**src/rtl/msrv32_pkg.sv**
```systemverilog
// Shared AHB-Lite encodings and the data-memory bridge FSM state type.
package msrv32_pkg;

    localparam logic [1:0] HTRANS_IDLE   = 2'b00;
    localparam logic [1:0] HTRANS_NONSEQ = 2'b10;

    localparam logic [2:0] HSIZE_BYTE = 3'b000;
    localparam logic [2:0] HSIZE_HALF = 3'b001;
    localparam logic [2:0] HSIZE_WORD = 3'b010;

    typedef enum logic [1:0] {
        ST_IDLE,
        ST_ADDR,
        ST_DATA,
        ST_ERR
    } bridge_state_t;

endpackage

```
**src/rtl/msrv32_mask_to_hsize.sv**
```systemverilog
// Decodes a store byte mask into the AHB transfer size and the low address bits.
module msrv32_mask_to_hsize
    import msrv32_pkg::*;
(
    input  logic [3:0] mask,
    output logic [2:0] hsize,
    output logic [1:0] offset,
    output logic       illegal
);

    always_comb begin
        // NOTE: every output gets a default first, so no path through the case can infer a latch.
        hsize   = HSIZE_WORD;
        offset  = 2'd0;
        illegal = 1'b0;
        case (mask)
            4'b1111: ;
            4'b0011: hsize = HSIZE_HALF;
            4'b1100: begin hsize = HSIZE_HALF; offset = 2'd2; end
            4'b0001: begin hsize = HSIZE_BYTE; offset = 2'd0; end
            4'b0010: begin hsize = HSIZE_BYTE; offset = 2'd1; end
            4'b0100: begin hsize = HSIZE_BYTE; offset = 2'd2; end
            4'b1000: begin hsize = HSIZE_BYTE; offset = 2'd3; end
            // Non-contiguous masks fall back to a word access and are flagged.
            default: illegal = 1'b1;
        endcase
    end

endmodule

```
**src/rtl/msrv32_dmem_ahb_bridge.sv**
```systemverilog
// Single-outstanding AHB-Lite master for pipeline loads and stores; reports
// read data, bus errors and a stall back to the core.
module msrv32_dmem_ahb_bridge
    import msrv32_pkg::*;
#(
    parameter int ADDR_W = 32,
    parameter int DATA_W = 32
) (
    input  logic              ms_riscv32_mp_clk_in,
    input  logic              ms_riscv32_mp_rst_in,
    input  logic [ADDR_W-1:0] dmaddr_in,
    input  logic [DATA_W-1:0] dmdata_in,
    input  logic [3:0]        dmwr_mask_in,
    input  logic              dmwr_req_in,
    input  logic              dmrd_req_in,
    input  logic              hready_in,
    input  logic              hresp_in,
    input  logic [DATA_W-1:0] hrdata_in,
    output logic [ADDR_W-1:0] haddr_out,
    output logic              hwrite_out,
    output logic [2:0]        hsize_out,
    output logic [1:0]        htrans_out,
    output logic [DATA_W-1:0] hwdata_out,
    output logic              ahb_ready_out,
    output logic              stall_out,
    output logic [DATA_W-1:0] rdata_out,
    output logic              rd_valid_out,
    output logic              bus_err_out
);

    bridge_state_t     state;
    logic [DATA_W-1:0] data_q;
    logic              illegal_q;
    logic [2:0]        mask_hsize;
    logic [1:0]        mask_offset;
    logic              mask_illegal;
    logic              accept;

    msrv32_mask_to_hsize u_mask_to_hsize (
        .mask    (dmwr_mask_in),
        .hsize   (mask_hsize),
        .offset  (mask_offset),
        .illegal (mask_illegal)
    );

    assign accept        = (state == ST_IDLE) && (dmwr_req_in || dmrd_req_in) && !ms_riscv32_mp_rst_in;
    assign ahb_ready_out = (state == ST_IDLE);
    assign stall_out     = (state != ST_IDLE) || accept;

    // NOTE: all state and registered outputs use non-blocking assignments so every
    // branch sees the pre-edge values regardless of statement order.
    always_ff @(posedge ms_riscv32_mp_clk_in) begin
        if (ms_riscv32_mp_rst_in) begin
            state        <= ST_IDLE;
            haddr_out    <= '0;
            hwrite_out   <= 1'b0;
            hsize_out    <= 3'b000;
            htrans_out   <= HTRANS_IDLE;
            hwdata_out   <= '0;
            rdata_out    <= '0;
            rd_valid_out <= 1'b0;
            bus_err_out  <= 1'b0;
            data_q       <= '0;
            illegal_q    <= 1'b0;
        end else begin
            rd_valid_out <= 1'b0;
            bus_err_out  <= 1'b0;
            case (state)
                ST_IDLE: begin
                    if (dmwr_req_in) begin
                        // A store wins over a simultaneous load; the load is dropped.
                        state      <= ST_ADDR;
                        htrans_out <= HTRANS_NONSEQ;
                        hwrite_out <= 1'b1;
                        hsize_out  <= mask_hsize;
                        haddr_out  <= {dmaddr_in[ADDR_W-1:2], dmaddr_in[1:0] | mask_offset};
                        data_q     <= dmdata_in;
                        illegal_q  <= mask_illegal;
                    end else if (dmrd_req_in) begin
                        state      <= ST_ADDR;
                        htrans_out <= HTRANS_NONSEQ;
                        hwrite_out <= 1'b0;
                        hsize_out  <= HSIZE_WORD;
                        haddr_out  <= {dmaddr_in[ADDR_W-1:2], 2'b00};
                        data_q     <= dmdata_in;
                        illegal_q  <= 1'b0;
                    end
                end
                ST_ADDR: begin
                    if (hready_in) begin
                        state      <= ST_DATA;
                        htrans_out <= HTRANS_IDLE;
                        hwdata_out <= data_q;
                    end
                end
                ST_DATA: begin
                    if (hresp_in) begin
                        // A one-cycle error response is tolerated and finished immediately.
                        if (hready_in) begin
                            state       <= ST_IDLE;
                            bus_err_out <= 1'b1;
                        end else begin
                            state <= ST_ERR;
                        end
                    end else if (hready_in) begin
                        state <= ST_IDLE;
                        if (!hwrite_out) begin
                            rdata_out    <= hrdata_in;
                            rd_valid_out <= 1'b1;
                        end
                        if (illegal_q) begin
                            bus_err_out <= 1'b1;
                        end
                    end
                end
                ST_ERR: begin
                    if (hready_in) begin
                        state       <= ST_IDLE;
                        bus_err_out <= 1'b1;
                    end
                end
                default: state <= ST_IDLE;
            endcase
        end
    end

endmodule
```
**config.mk**
```make
export PLATFORM = sky130hd
export DESIGN_NAME = msrv32_dmem_ahb_bridge
export DESIGN_NICKNAME = d
export VERILOG_FILES = /design/src/rtl/msrv32_pkg.sv /design/src/rtl/msrv32_mask_to_hsize.sv /design/src/rtl/msrv32_dmem_ahb_bridge.sv
export SDC_FILE = /design/constraint.sdc
export NUM_CORES = 1
export LEC_CHECK = 0
export ABC_AREA = 1
export BUFFER_PORTS_ARGS = -buffer_cell sky130_fd_sc_hd__buf_2
export CELL_PAD_IN_SITES_DETAIL_PLACEMENT = 1
export CELL_PAD_IN_SITES_GLOBAL_PLACEMENT = 1
export CORE_MARGIN = 2
export CORE_UTILIZATION = 37
export CTS_BUF_LIST = sky130_fd_sc_hd__clkbuf_8
export CTS_CLUSTER_DIAMETER = 30
export DETAILED_ROUTE_END_ITERATION = 10
export PLACE_DENSITY = 0.95
export SYNTH_ARGS = -nofsm -noshare
export SYNTH_HDL_FRONTEND = slang
export SYNTH_SLANG_ARGS = --single-unit
```
**constraint.sdc**
```tcl
create_clock -name ms_riscv32_mp_clk_in -period 2.6 [get_ports ms_riscv32_mp_clk_in]
set_input_delay 0.52 -clock ms_riscv32_mp_clk_in [delete_from_list [all_inputs] [get_ports ms_riscv32_mp_clk_in]]
set_output_delay 0.52 -clock ms_riscv32_mp_clk_in [all_outputs]
set_load 0.1 [all_outputs]
```
==> results of run 1 <==
[worst max path at each step]
stage / from / to / slack (ns) / depth (start not counted)
CTS: state[1] / ahb_ready_out / 0.55 / 2
global route: state[1] / ahb_ready_out / 0.53 / 2
detailed placement: ms_riscv32_mp_rst_in / stall_out / 0.69 / 3
finish: state[0] / stall_out / 0.59 / 3
global placement: ms_riscv32_mp_rst_in / stall_out / 0.68 / 3
floorplan: ms_riscv32_mp_rst_in / stall_out / 0.37 / 3
[metrics by stage]
| step | setup slack (ns) | hold slack [ns] |
|---|---|---|
| global placement | 0.680 | 0.447 |
| floorplan | 0.374 | 0.434 |
| finish | 0.591 | 0.315 |
| global route | 0.530 | 0.291 |
| CTS | 0.547 | 0.279 |
| detailed placement | 0.695 | 0.455 |
[kinds of logic (layout without fill, tap and decap cells)]
logic type	Yosys count	count (layout)	synth area share (%)
simple gates	296	296	23.2
flops	137	137	55.9
compound gates	137	137	14.1
buf+inv	60	268	6.76
other cells	1	2	0.0764
[power by group through the flow]
stage	Clock [W]	Combinational, W	Sequential (W)
after floorplan	0	0.000521	0.00325
after global placement	0	0.00161	0.00243
after detailed placement	0	0.00164	0.00244
after CTS	0.00167	0.00164	0.00239
after global routing	0.00176	0.00174	0.00241
final	0.00163	0.00163	0.00239
[cell usage after synthesis (all sizes together)]
library cell | instances | area share [%]
inv | 17 | 1.3
clkbuf | 20 | 1.6
a21oi | 37 | 3.8
o21ai | 98 | 10
clkinv | 1 | 0.076
dfxtp | 137 | 56
nor2 | 203 | 16
o211ai | 1 | 0.15
buf | 22 | 3.8
o31ai | 1 | 0.15
nand3 | 4 | 0.51
conb | 1 | 0.076
nor4 | 1 | 0.13
nand2 | 88 | 6.8
[state kept, by name, indices dropped and copies added, names as in the netlist]
name,flops
rdata_out,32
haddr_out,32
htrans_out,1
state,2
hsize_out,2
data_q,32
hwrite_out,1
hwdata_out,32
bus_err_out,1
rd_valid_out,1
illegal_q,1
[per-layer routing]
metal / vias to the layer above / track usage, %
li1: 2384 / -
met1: 2199 / 23.2
met2: 146 / 35.9
met3: 38 / 5.22
met4: 0 / 10.9
met5: - / 0
[critical path, stage by stage, from the launching register on]
cell,delay [ns]
dfxtp_1,0.44
nor2_4,0.09
o21ai_2,0.08
buf_2,0.45
[area by class of cell]
| type | instances | area, µm² |
|---|---|---|
| Fill cell | 1719 | 6710 |
| Sequential cell | 137 | 2740 |
| Multi-Input combinational cell | 435 | 1840 |
| Timing Repair Buffer | 218 | 1140 |
| Clock buffer | 18 | 248 |
| Tap cell | 176 | 220 |
| Clock inverter | 14 | 118 |
| Inverter | 18 | 67.6 |
==> results.toml, run 1 <==
[route]
wl_per_cell_um = 14.4
drt-initial-drc-count = 320
wl_met3_um = 858
ant_nets = 0
drc = 0
viasPerCell = 4.69
top_layer = "met4"
drt_first_pass_iters = 5
routed_wl_um = 14600
route.met2.wl_um = 7200
wl_met1_um = 6030
vias = 4767

[floorplan]
io_pins = 212
start_util_pct = 37.5
die_w_um = 119
fp-row-count = 42
fp.coreArea_mm2 = 0.0131
die_h_um = 119
dieArea_mm2 = 0.0142

[pwr]
p_comb_share_pct = 28.8
power_density_mw_per_mm2 = 886
p_sw_share_pct = 39.0
leakagePower_nw = 3.06
ir_drop_uv = 483
p_total_w = 0.00565
internal_power_w = 0.00345
sequentialPowerShare_pct = 42.3
p_switching_w = 0.00220
clkPwrFrac_pct = 28.8

[layout]
diodes = 0
final_common_cell = "buf_2"
final_cell_mix = "buf_2 (209), nor2_1 (201), dfxtp_1 (137), o21ai_0 (97), nand2_1 (86)"
drive_gt1_share_pct = 30.5
final_cells = 1016
final_nets = 933
area_growth_pct = 29.9
final_area_mm2 = 0.00637
final_core_util_pct = 48.7

[yosys]
synth.avg_cell_area_um2 = 7.78
syn_area_mm2 = 0.00491
synth.distinct_cells = 23
netlist_instances = 631
ys_ff_latch = 137
synth-warning-count = 0
ys_seq_area_share_pct = 55.9

[critical_path]
required_ns = 2.08
worst-r2r-cell-count = 6
crit_path_max_fanout = 6
r2r_start = "state[1]"
critical_path_arrival_ns = 1.49
critPathLaunchType = "flop"
reg2reg_setup_slack_ns = 1.00
end_kind = "primary output"
criticalPathCategory = "reg2out"
rr_endpoint = "htrans_out[1]"

[sta]
slew_viol_final = 0
finalSetupViolCount = 0
finClkSkew_ns = 0.0107
hold_violations = 0
tightest_slew_ns = 0.635
fin_crit_sh_pct = 77.3
fmax_mhz = 498
period_needed_ns = 2.01
tns_ns = 0
rsz0062_at_grt = "no"
relSlewSlack_pct = 57.6

[grt]
grt.overflow.total = 0
grt_pass1_vias = 4854
antenna_found_initial = 0
gr-usage-all-layers_pct = 20.6
grt_pass1_wl_um = 23300
grt_max_degree = 69

[hold_path]
worstHoldStart = "hresp_in"
min_to = "bus_err_out"
hold_depth = 3
hold_path_class = "in2reg"

[cts]
cts_sinks = 137
cts_max_level = 4
root_buffer = "clkbuf_8"
cts_tree = "built"
cts-resized-gates = 0
insertion_delay_ns = 0.44
clk_pin_slew_ns = 0.07
cts_buffer_depth = 2
postCtsSetupRepairBufs = 0
cts_hold_buf = 0
cts_inserted_buffers = 17

[placed_design]
dp_cells = 984
placed_area_mm2 = 0.00601
dp_hpwl_um = 10500
port-buffer-count = 209
gp_congestion = 0.763

[status]
status = "finished clean"

[flow_run]
drv_cap = 0
No activity file was read; power rests on OpenSTA's default activity.
==> run 2: changes to the inputs <==
--- a/config.mk
+++ b/config.mk
@@ -10,11 +10,11 @@
 export CELL_PAD_IN_SITES_DETAIL_PLACEMENT = 1
 export CELL_PAD_IN_SITES_GLOBAL_PLACEMENT = 1
 export CORE_MARGIN = 2
-export CORE_UTILIZATION = 37
+export CORE_UTILIZATION = 31
 export CTS_BUF_LIST = sky130_fd_sc_hd__clkbuf_8
 export CTS_CLUSTER_DIAMETER = 30
 export DETAILED_ROUTE_END_ITERATION = 10
-export PLACE_DENSITY = 0.95
+export PLACE_DENSITY = 0.85
 export SYNTH_ARGS = -nofsm -noshare
 export SYNTH_HDL_FRONTEND = slang
 export SYNTH_SLANG_ARGS = --single-unit
==> constraint.sdc (replaced) <==
create_clock -name ms_riscv32_mp_clk_in -period 1.75 [get_ports ms_riscv32_mp_clk_in]
set_input_delay 0.35 -clock ms_riscv32_mp_clk_in [delete_from_list [all_inputs] [get_ports ms_riscv32_mp_clk_in]]
set_output_delay 0.35 -clock ms_riscv32_mp_clk_in [all_outputs]
set_load 0.1 [all_outputs]
==> run 2 against run 1 <==
Against the previous run:
- count of clock-buffer cells in the layout is 1 higher
- sequential cell count stayed put
- clock skew is 0.0020 ns lower
- hold slack worse by 0.18 ns
- sequential power is 49% higher
- via count is 0.52% lower
==> results.toml, run 2 (synthesis results as in run 1) <==
[status]
status = "finished clean"

[sta]
slew_viol_final = 0
fin_crit_sh_pct = 93.5
relSlewSlack_pct = 61.4
fmax_mhz = 611
rsz0062_at_grt = "no"
finClkSkew_ns = 0.00869
period_needed_ns = 1.64
finalSetupViolCount = 0
tns_ns = 0
hold_violations = 0
tightest_slew_ns = 0.579

[critical_path]
endpoint = "stall_out"
crit_start = "state[0]"
worst-r2r-cell-count = 6
critical_path_arrival_ns = 1.29
criticalPathCategory = "reg2out"
end_kind = "primary output"
r2r_start = "state[1]"
critPathLaunchType = "flop"
required_ns = 1.40
crit_path_max_fanout = 5
rr_endpoint = "rdata_out[1]"
reg2reg_setup_slack_ns = 0.29

[cts]
cts_hold_buf = 0
insertion_delay_ns = 0.44
cts_buffer_depth = 2
cts_inserted_buffers = 17
root_buffer = "clkbuf_8"
cts_tree = "built"
clk_pin_slew_ns = 0.07
cts_sinks = 137
cts_max_level = 4

[route]
viasPerCell = 4.49
drt_first_pass_iters = 4
wl_per_cell_um = 14.3
vias = 4742
ant_nets = 0
drc = 0
routed_wl_um = 15100
drt-initial-drc-count = 223

[floorplan]
fp-row-count = 45
die_w_um = 130
die_h_um = 130
io_pins = 212
fp.coreArea_mm2 = 0.0153
start_util_pct = 32.0
dieArea_mm2 = 0.0169

[pwr]
p_switching_w = 0.00330
power_density_mw_per_mm2 = 1320
p_sw_share_pct = 38.1
p_comb_share_pct = 28.9
p_total_w = 0.00868
internal_power_w = 0.00538
leakagePower_nw = 3.12
sequentialPowerShare_pct = 40.9
ir_drop_uv = 591
clkPwrFrac_pct = 30.3

[grt]
grt_max_degree = 52
grt_pass1_wl_um = 23500
grt_pass1_vias = 4730
grt.overflow.total = 0
antenna_found_initial = 1
gr-usage-all-layers_pct = 18.0

[hold_path]
worstHoldStart = "hresp_in"
hold_depth = 3
hold_path_class = "in2reg"

[layout]
final_common_cell = "buf_2"
final_cell_mix = "buf_2 (207), nor2_1 (201), dfxtp_1 (136), o21ai_0 (97), nand2_1 (86)"
seq_area_mm2 = 0.00274
area_growth_pct = 33.7
final_nets = 937
multiInputGateArea_mm2 = 0.00185
drive_gt1_share_pct = 30.9
n_fill_cell = 1970

[placed_design]
dp_hpwl_um = 10600
port-buffer-count = 209
gp_congestion = 0.761

[flow_run]
drv_cap = 0
==> run 2: cell count changes in the layout (fill, tap and decap cells not counted) <==
cell,before,now
buf_12,2,7
buf_2,209,207
buf_4,7,8
bufinv_16,2,3
clkbuf_8,18,19
clkinv_2,6,4
dfxtp_1,137,136
dfxtp_2,0,1
diode_2,0,1
o21ai_2,1,0
o21ai_4,0,1
==> run 2: what timing repair did <==
item	in CTS	in global routing
gates resized for setup	0	1
setup endpoints to repair	0	1
buffers inserted	0	2
==> run 2: power groups by stage <==
| stage | Combinational, W | Sequential (W) | Clock (W) |
|---|---|---|---|
| CTS | 0.00252 | 0.00355 | 0.00272 |
| global placement | 0.00248 | 0.00361 | 0 |
| floorplan | 0.000779 | 0.00483 | 0 |
| global route | 0.00269 | 0.00359 | 0.00285 |
| finish | 0.00251 | 0.00355 | 0.00263 |
| detailed placement | 0.00252 | 0.00362 | 0 |
==> run 2: how the worst min path moves through the flow <==
stage	to	slack (ns)
floorplan	bus_err_out	0.43
global placement	hwdata_out[15]	0.45
detailed placement	hwdata_out[19]	0.45
CTS	bus_err_out	0.10
global route	bus_err_out	0.13
finish	bus_err_out	0.14
==> run 2: layout make-up <==
cell class,count,share of cell area [%]
diodes,1,0.0381
clock buffers,19,3.99
multi-input cells,435,28.2
clock inverters,13,2.10
well taps,211,4.02
inverters,18,1.03
repair buffers,222,18.8
flip-flops and latches,137,41.8
==> run 2: metrics by stage <==
stage          hold slack (ns)  std cells  instance area [µm²]  setup slack, ns  utilization (%)
2_1_floorplan            0.434        632                 4920           0.0167                -
3_3_place_gp             0.445       1021                 6140            0.330             40.1
3_5_place_dp             0.453       1021                 6140            0.241             40.1
4_1_cts                  0.104       1053                 6540           0.0143             42.7
5_1_grt                  0.128       1056                 6560          0.00912             42.8
6_report                 0.136       1056                 6560            0.114             42.8
==> run 2: worst max-delay path, stage by stage (launching register included) <==
cell	delay [ns]
dfxtp_2	0.35
nor2_4	0.21
o21ai_4	0.11
buf_12	0.18
==> run 2: layer usage <==
layer	up-vias	wire [µm]	GRT usage (%)
met4	0	226	5.95
met5	-	0	0
met3	19	879	6.27
met2	120	7640	31.6
li1	2400	-	-
met1	2203	6350	20.4
